[src/rtl/instruction_pkg.sv]
// Shared instruction field layout for the encoder and the decoder.
// Holds field widths, format codes, the field bundle type, and the
// word encode/decode functions, so both directions use one bit layout.
package instruction_pkg;

  localparam int INSTR_W = 20;
  localparam int OP_W    = 6;
  localparam int REG_W   = 2;
  localparam int SMIMM_W = 10;
  localparam int BGIMM_W = 12;
  localparam int JUMP_W  = 11;
  localparam int IMEM_W  = 11;

  localparam logic [1:0] FMT_RRR = 2'd0;
  localparam logic [1:0] FMT_RRI = 2'd1;
  localparam logic [1:0] FMT_RI  = 2'd2;
  localparam logic [1:0] FMT_J   = 2'd3;

  // Zero padding at the LSB end of the short formats
  localparam int RRR_PAD = INSTR_W - OP_W - 3 * REG_W;
  localparam int J_PAD   = INSTR_W - OP_W - JUMP_W;

  typedef logic [INSTR_W-1:0] instrWord_t;

  typedef struct packed {
    logic [OP_W-1:0]    opcode;
    logic [REG_W-1:0]   rAlpha;
    logic [REG_W-1:0]   rBeta;
    logic [REG_W-1:0]   rGamma;
    logic [SMIMM_W-1:0] smImm;
    logic [BGIMM_W-1:0] bgImm;
    logic [JUMP_W-1:0]  jumpAddress;
  } instrFields_t;

  function automatic instrWord_t encodeWord(input logic [1:0] fmt, input instrFields_t f);
    instrWord_t w;
    case (fmt)
      FMT_RRR: w = {f.opcode, f.rAlpha, f.rBeta, f.rGamma, {RRR_PAD{1'b0}}};
      FMT_RRI: w = {f.opcode, f.rAlpha, f.rBeta, f.smImm};
      FMT_RI:  w = {f.opcode, f.rAlpha, f.bgImm};
      default: w = {f.opcode, f.jumpAddress, {J_PAD{1'b0}}};
    endcase
    return w;
  endfunction

  // Fields not carried by the given format come back as zero.
  function automatic instrFields_t decodeWord(input logic [1:0] fmt, input instrWord_t w);
    instrFields_t f;
    f = '0;
    f.opcode = w[INSTR_W-1 -: OP_W];
    case (fmt)
      FMT_RRR: begin
        f.rAlpha = w[INSTR_W-OP_W-1 -: REG_W];
        f.rBeta  = w[INSTR_W-OP_W-REG_W-1 -: REG_W];
        f.rGamma = w[INSTR_W-OP_W-2*REG_W-1 -: REG_W];
      end
      FMT_RRI: begin
        f.rAlpha = w[INSTR_W-OP_W-1 -: REG_W];
        f.rBeta  = w[INSTR_W-OP_W-REG_W-1 -: REG_W];
        f.smImm  = w[SMIMM_W-1:0];
      end
      FMT_RI: begin
        f.rAlpha = w[INSTR_W-OP_W-1 -: REG_W];
        f.bgImm  = w[BGIMM_W-1:0];
      end
      default: f.jumpAddress = w[INSTR_W-OP_W-1 -: JUMP_W];
    endcase
    return f;
  endfunction

endpackage

[src/rtl/instruction_encoder_fifo.sv]
// encoder_fifo: synchronous staging FIFO for encoded instruction words.
// Ports: clk, reset (async, active-high, clears pointers/count only),
//   push/pushData (write, ignored when full), pop/popData (head word,
//   pop ignored when empty), full, empty, count (words held).
// DEPTH must be a power of two so the pointers wrap naturally.
module encoder_fifo
  import instruction_pkg::*;
#(
  parameter int DATA_W = INSTR_W,
  parameter int DEPTH  = 4
) (
  input  logic                       clk,
  input  logic                       reset,
  input  logic                       push,
  input  logic [DATA_W-1:0]          pushData,
  input  logic                       pop,
  output logic [DATA_W-1:0]          popData,
  output logic                       full,
  output logic                       empty,
  output logic [$clog2(DEPTH):0]     count
);

  localparam int PTR_W = $clog2(DEPTH);
  localparam logic [PTR_W-1:0] PTR_ONE  = 1;
  localparam logic [PTR_W:0]   CNT_ONE  = 1;
  localparam logic [PTR_W:0]   CNT_FULL = (PTR_W+1)'(DEPTH);

  logic [DATA_W-1:0] store [DEPTH];
  logic [PTR_W-1:0]  wrPtr;
  logic [PTR_W-1:0]  rdPtr;
  logic [PTR_W:0]    cnt;
  logic              doPush;
  logic              doPop;

  assign full    = (cnt == CNT_FULL);
  assign empty   = (cnt == '0);
  assign count   = cnt;
  assign popData = store[rdPtr];
  // Full is judged on the pre-pop count: a push into a full FIFO is refused
  // even when a pop happens on the same edge.
  assign doPush  = push & ~full;
  assign doPop   = pop & ~empty;

  always_ff @(posedge clk) begin
    if (doPush) store[wrPtr] <= pushData;
  end

  always_ff @(posedge clk or posedge reset) begin
    if (reset) begin
      wrPtr <= '0;
      rdPtr <= '0;
      cnt   <= '0;
    end else begin
      if (doPush) wrPtr <= wrPtr + PTR_ONE;
      if (doPop)  rdPtr <= rdPtr + PTR_ONE;
      case ({doPush, doPop})
        2'b10:   cnt <= cnt + CNT_ONE;
        2'b01:   cnt <= cnt - CNT_ONE;
        default: cnt <= cnt;
      endcase
    end
  end

endmodule

[src/rtl/instruction_encoder.sv]
// instruction_encoder: encodes instruction fields into words and streams
// them into instruction memory through a small staging FIFO.
// Ports: clk, reset (async, active-high); start/base_addr open a session;
//   in_valid/in_ready/in_last + format/opcode/rAlpha/rBeta/rGamma/smImm/
//   bgImm/jumpAddress are the field input handshake; mem_we/mem_ready/
//   mem_addr/mem_wdata are the memory write handshake; busy, done (pulse),
//   overflow (sticky) and word_count report session status.
module instruction_encoder
  import instruction_pkg::*;
#(
  parameter int INSTRUCTION_SIZE     = INSTR_W,
  parameter int OP_SIZE              = OP_W,
  parameter int REG_ADDRESS_SIZE     = REG_W,
  parameter int SMALL_IMMEDIATE_SIZE = SMIMM_W,
  parameter int BIG_IMMEDIATE_SIZE   = BGIMM_W,
  parameter int JUMP_ADDRESS_SIZE    = JUMP_W,
  parameter int IMEM_ADDRESS_SIZE    = IMEM_W,
  parameter int FIFO_DEPTH           = 4
) (
  input  logic                            clk,
  input  logic                            reset,
  input  logic                            start,
  input  logic [IMEM_ADDRESS_SIZE-1:0]    base_addr,
  input  logic                            in_valid,
  output logic                            in_ready,
  input  logic                            in_last,
  input  logic [1:0]                      format,
  input  logic [OP_SIZE-1:0]              opcode,
  input  logic [REG_ADDRESS_SIZE-1:0]     rAlpha,
  input  logic [REG_ADDRESS_SIZE-1:0]     rBeta,
  input  logic [REG_ADDRESS_SIZE-1:0]     rGamma,
  input  logic [SMALL_IMMEDIATE_SIZE-1:0] smImm,
  input  logic [BIG_IMMEDIATE_SIZE-1:0]   bgImm,
  input  logic [JUMP_ADDRESS_SIZE-1:0]    jumpAddress,
  output logic                            mem_we,
  input  logic                            mem_ready,
  output logic [IMEM_ADDRESS_SIZE-1:0]    mem_addr,
  output logic [INSTRUCTION_SIZE-1:0]     mem_wdata,
  output logic                            busy,
  output logic                            done,
  output logic                            overflow,
  output logic [IMEM_ADDRESS_SIZE:0]      word_count
);

  localparam logic [1:0] IDLE   = 2'd0;
  localparam logic [1:0] ACTIVE = 2'd1;
  localparam logic [1:0] FLUSH  = 2'd2;
  localparam logic [1:0] DONE   = 2'd3;

  localparam int CNT_W = $clog2(FIFO_DEPTH) + 1;
  localparam logic [CNT_W-1:0]             FIFO_ONE = 1;
  localparam logic [IMEM_ADDRESS_SIZE-1:0] ADDR_ONE = 1;
  localparam logic [IMEM_ADDRESS_SIZE-1:0] ADDR_MAX = '1;
  localparam logic [IMEM_ADDRESS_SIZE:0]   WC_ONE   = 1;

  logic [1:0]                      state;
  logic [IMEM_ADDRESS_SIZE-1:0]    addrCnt;
  logic [IMEM_ADDRESS_SIZE:0]      wordCnt;
  logic                            overflowFlag;
  logic                            exhausted;   // last memory address already written

  logic                            fifoFull;
  logic                            fifoEmpty;
  logic [CNT_W-1:0]                fifoCount;
  logic [INSTRUCTION_SIZE-1:0]     fifoHead;
  logic [INSTRUCTION_SIZE-1:0]     encoded;
  instrFields_t                    fields;

  logic draining;
  logic accept;
  logic pop;
  logic writeDone;
  logic discard;
  logic lastOut;

  assign fields = '{opcode: opcode, rAlpha: rAlpha, rBeta: rBeta, rGamma: rGamma,
                    smImm: smImm, bgImm: bgImm, jumpAddress: jumpAddress};
  assign encoded = encodeWord(format, fields);

  assign draining  = (state == ACTIVE) || (state == FLUSH);
  assign in_ready  = (state == ACTIVE) & ~fifoFull;
  assign accept    = in_valid & in_ready;
  assign mem_we    = draining & ~fifoEmpty & ~exhausted;
  // Once memory is exhausted the head is dropped every cycle without
  // waiting on mem_ready, so the session still drains and finishes.
  assign pop       = draining & ~fifoEmpty & (exhausted | mem_ready);
  assign writeDone = mem_we & mem_ready;
  assign discard   = pop & exhausted;
  assign lastOut   = pop & (fifoCount == FIFO_ONE);

  assign mem_addr   = addrCnt;
  assign mem_wdata  = fifoHead;
  assign busy       = draining;
  assign done       = (state == DONE);
  assign overflow   = overflowFlag;
  assign word_count = wordCnt;

  encoder_fifo #(
    .DATA_W (INSTRUCTION_SIZE),
    .DEPTH  (FIFO_DEPTH)
  ) stageFifo (
    .clk      (clk),
    .reset    (reset),
    .push     (accept),
    .pushData (encoded),
    .pop      (pop),
    .popData  (fifoHead),
    .full     (fifoFull),
    .empty    (fifoEmpty),
    .count    (fifoCount)
  );

  always_ff @(posedge clk or posedge reset) begin
    if (reset) begin
      state        <= IDLE;
      addrCnt      <= '0;
      wordCnt      <= '0;
      overflowFlag <= 1'b0;
      exhausted    <= 1'b0;
    end else begin
      case (state)
        IDLE: begin
          if (start) begin
            state        <= ACTIVE;
            addrCnt      <= base_addr;
            wordCnt      <= '0;
            overflowFlag <= 1'b0;
            exhausted    <= 1'b0;
          end
        end
        ACTIVE: if (accept && in_last) state <= FLUSH;
        FLUSH:  if (fifoEmpty || lastOut) state <= DONE;
        default: state <= IDLE;
      endcase

      // Writes only occur while draining, so they never collide with the
      // session-start load above.
      if (writeDone) begin
        wordCnt <= wordCnt + WC_ONE;
        if (addrCnt == ADDR_MAX) exhausted <= 1'b1;
        else                     addrCnt   <= addrCnt + ADDR_ONE;
      end
      if (discard) overflowFlag <= 1'b1;
    end
  end

endmodule
[config.mk]
export PLATFORM = sky130hd
export DESIGN_NAME = instruction_encoder
export DESIGN_NICKNAME = d
export VERILOG_FILES = /design/src/rtl/instruction_pkg.sv /design/src/rtl/instruction_encoder_fifo.sv /design/src/rtl/instruction_encoder.sv
export SDC_FILE = /design/constraint.sdc
export NUM_CORES = 1
export LEC_CHECK = 0
export BUFFER_PORTS_ARGS = -buffer_cell sky130_fd_sc_hd__buf_2
export CORE_MARGIN = 3
export CORE_UTILIZATION = 35
export CTS_CLUSTER_SIZE = 16
export DETAILED_ROUTE_END_ITERATION = 10
export GPL_ROUTABILITY_DRIVEN = 0
export PLACE_DENSITY = 0.52
export SETUP_SLACK_MARGIN = 0.15
export SLEW_MARGIN = 20
export SYNTH_ARGS = -nofsm -noshare
export SYNTH_HDL_FRONTEND = slang
export SYNTH_SLANG_ARGS = --single-unit
[constraint.sdc]
create_clock -name clk -period 2.19 [get_ports clk]
set_input_delay 0.3285 -clock clk [delete_from_list [all_inputs] [get_ports clk]]
set_output_delay 0.3285 -clock clk [all_outputs]
set_load 0.01 [all_outputs]
==> results.toml <==
[cts]
cts_buffer_depth = 2
cts_buffers = 17
clk_pin_slew_ns = 0.05
hold_buffers = 0
h-tree-depth = 4
numClockSinks = 114
worstSkewPairLatency_ns = 0.41
root_buffer = "clkbuf_16"
tritoncts = "built"

[critical_path]
path_delay_family = "multiplexers"
cp_slowest_cell = "mux4_2"
rrSetupSlack_ns = 0.32
endpoint_kind = "output port"
max_stage_delay_ns = 0.51
worstPathCellList = "buf_12, buf_16, mux4_2, buf_6"
start_kind = "flop"
crit_type = "reg -> out"
worstPathRequired_ns = 1.86
reg2regPathDepth = 7
arrival_ns = 1.73
worst-path-buf-inv = 3
r2r-end = "mem_addr[10]"
r2r_start = "state[0]"
crit_fanout = 5

[timing]
setup_ws_ns = 0.135
hold_viol = 0
max_freq_ghz = 0.487
period_minus_slack_ns = 2.06
tightest_slew_ns = 0.526
finalMaxSlewViolations = 0
tns_ns = 0
hold_ws_ns = 0.0174
max-slew-margin-rel_pct = 64.9
setup_violations = 0
grt_setup_unrepaired = "yes"
finClkSkew_ns = 0.00627
fin_crit_sh_pct = 93.9

[power]
swShare_pct = 31.1
p_sw_mw = 2.84
p_seq_share_pct = 32.3
leakagePower_nw = 2.75
p_clk_share_pct = 31.9
intPower_mw = 6.29
combPwrFrac_pct = 35.8
ir_worst_vdd_uv = 725
powerDensity_nw_per_um2 = 1340

[logic_synthesis]
yosysMostFrequentCell = "edfxtp_1"
yosysTopAreaCell = "edfxtp_1"
yosys-top-cells-area = "edfxtp_1, dfrtp_1, mux4_2"
synthCells = 348
syn_area_per_cell_um2 = 14.8
synth_seq_cells = 114
synth_top_area_share_pct = 46.6
synth_warnings = 0
ys_seq_area_share_pct = 63.1
synth_cell_types = 45
netlist_top_cells_count = "edfxtp_1, dfrtp_1, nand2_1"
synth_nets = 427
synth_edf_count = 80
async_flop_share_pct = 29.8
syn-cell-area_um2 = 5150
synth-main-ff-cell = "edfxtp_1"

[place]
dp.cells = 637
post-dp-hpwl_mm = 7.73
numPortBuffers = 111
pre_cts_slack_ns = 0.156

[finish]
drive_above_1_share_pct = 40.2
n_antenna_cell = 0
fin_cells = 673
multi_input_area_um2 = 1820
filler_cell_count = 1266
final_net_count = 559
area_growth_pct = 31.7
regArea_um2 = 3250

[route]
drc = 0
wl_per_cell_um = 17.2
drtIter0Drc = 222
drt_pre_antenna_iters = 4
via_count = 3420
ant_nets = 0
drt-total-wl_mm = 11.6
routed_via_density = 5.08

[die]
die-area_um2 = 16200
die_h_um = 127
die_width_um = 127
rows = 43
ioPinCount = 112
start_util_pct = 36.4
coreArea_um2 = 14100

[grt]
grt_max_degree = 35
antenna_found_initial = 0
grt_use_total_pct = 14.9
grt_pass1_wl_mm = 18.5
grt_overflow = 0
grt_pass1_vias = 3494

[status]
status = "completed"

[run]
cap_viol_max_count = 0

[worst_hold_path]
hold_class = "in -> async"
[power groups by stage]
stage | Combinational [mW] | Clock, mW | Sequential (mW)
after detailed placement | 2.95 | 0 | 2.98
final | 3.27 | 2.91 | 2.95
after CTS | 3.18 | 2.98 | 2.95
after global placement | 2.93 | 0 | 2.97
after floorplan | 1.94 | 0 | 2.98
after global routing | 3.63 | 3.09 | 3.00
[metal layers]
layer | GRT usage [%] | routed length, um | vias up
li1 | - | - | 1623
met1 | 19.7 | 5130 | 1692
met2 | 23.0 | 5660 | 93
met3 | 4.97 | 614 | 12
met4 | 5.62 | 148 | 0
met5 | 0 | 0 | -
[cells in the final DEF, fill, tap and decap left out, drive strengths merged, types with 4 or more instances in the layout]
cell,instances
xnor2,6
nor3,4
nor2,11
and3,12
edfxtp,80
a22o,8
nand3,13
a21oi,11
mux2,8
dfrtp,34
a31oi,5
clkinv,8
o21ai,17
inv,11
nand2,29
a311oi,4
clkbuf,19
buf,126
ha,15
mux4,22
bufinv,5
nand4,5
mux2i,6
and2,7
[per-stage QoR]
step | area (um2) | power (mW) | util [%]
floorplan | 5150 | 4.92 | -
global placement | 6020 | 5.90 | 42.5
detailed placement | 6020 | 5.93 | 42.5
CTS | 6730 | 9.11 | 47.5
global route | 6790 | 9.72 | 48.0
finish | 6790 | 9.12 | 48.0
[area by class of cell]
type                       instances  share of cell area, %
inverter                          11                  0.608
clock inverter                    13                   2.80
multi-input combinational        210                   26.9
tap                              180                   3.32
timing repair buffer             126                   12.1
clock buffer                      19                   6.38
sequential                       114                   47.9
[how the worst max path moves through the flow]
| stage | from | endpoint | slack (ns) | cells past startpoint |
|---|---|---|---|---|
| 6_report | stageFifo.rdPtr[0] | mem_wdata[19] | 0.13 | 4 |
| 5_1_grt | stageFifo.rdPtr[0] | mem_wdata[4] | 0.07 | 4 |
| 4_1_cts | stageFifo.rdPtr[0] | mem_wdata[19] | 0.09 | 4 |
| 3_5_place_dp | state[0] | mem_addr[9] | 0.16 | 7 |
| 3_3_place_gp | state[0] | mem_addr[9] | 0.22 | 7 |
| 2_1_floorplan | stageFifo.count[0] | stageFifo.store[0][0] | 0.22 | 5 |
[kinds of logic (layout without fill, tap and decap cells)]
logic type,count (synthesis),after routing,share of synthesized area [%]
flops,114,114,63.1
simple gates,91,91,9.59
mux,36,36,12.5
buf+inv,24,169,2.04
xor+xnor,9,9,1.53
fa+ha+maj,15,15,3.64
compound gates,59,59,7.57
[sequential cells by signal, indices dropped and copies added (netlist names)]
register	cells
exhausted	1
mem_addr	11
overflow	1
stageFifo.count	3
stageFifo.rdPtr	2
stageFifo.store	80
stageFifo.wrPtr	2
state	2
word_count	12
[worst reg2reg max path, delay by kind of cell, from the launching register on]
family	cells	cell delay [ns]
buf+inv	2	0.31
compound gates	1	0.29
simple gates	3	0.43
flops	1	0.38
fa+ha+maj	1	0.34
[what timing repair did]
item | 4_1_cts | 5_1_grt
gates cloned | 2 | 0
resized for setup | 5 | 12
endpoints found under the setup margin | 24 | 30
buffers inserted | 2 | 0
No activity file was read; power rests on OpenSTA's default activity.
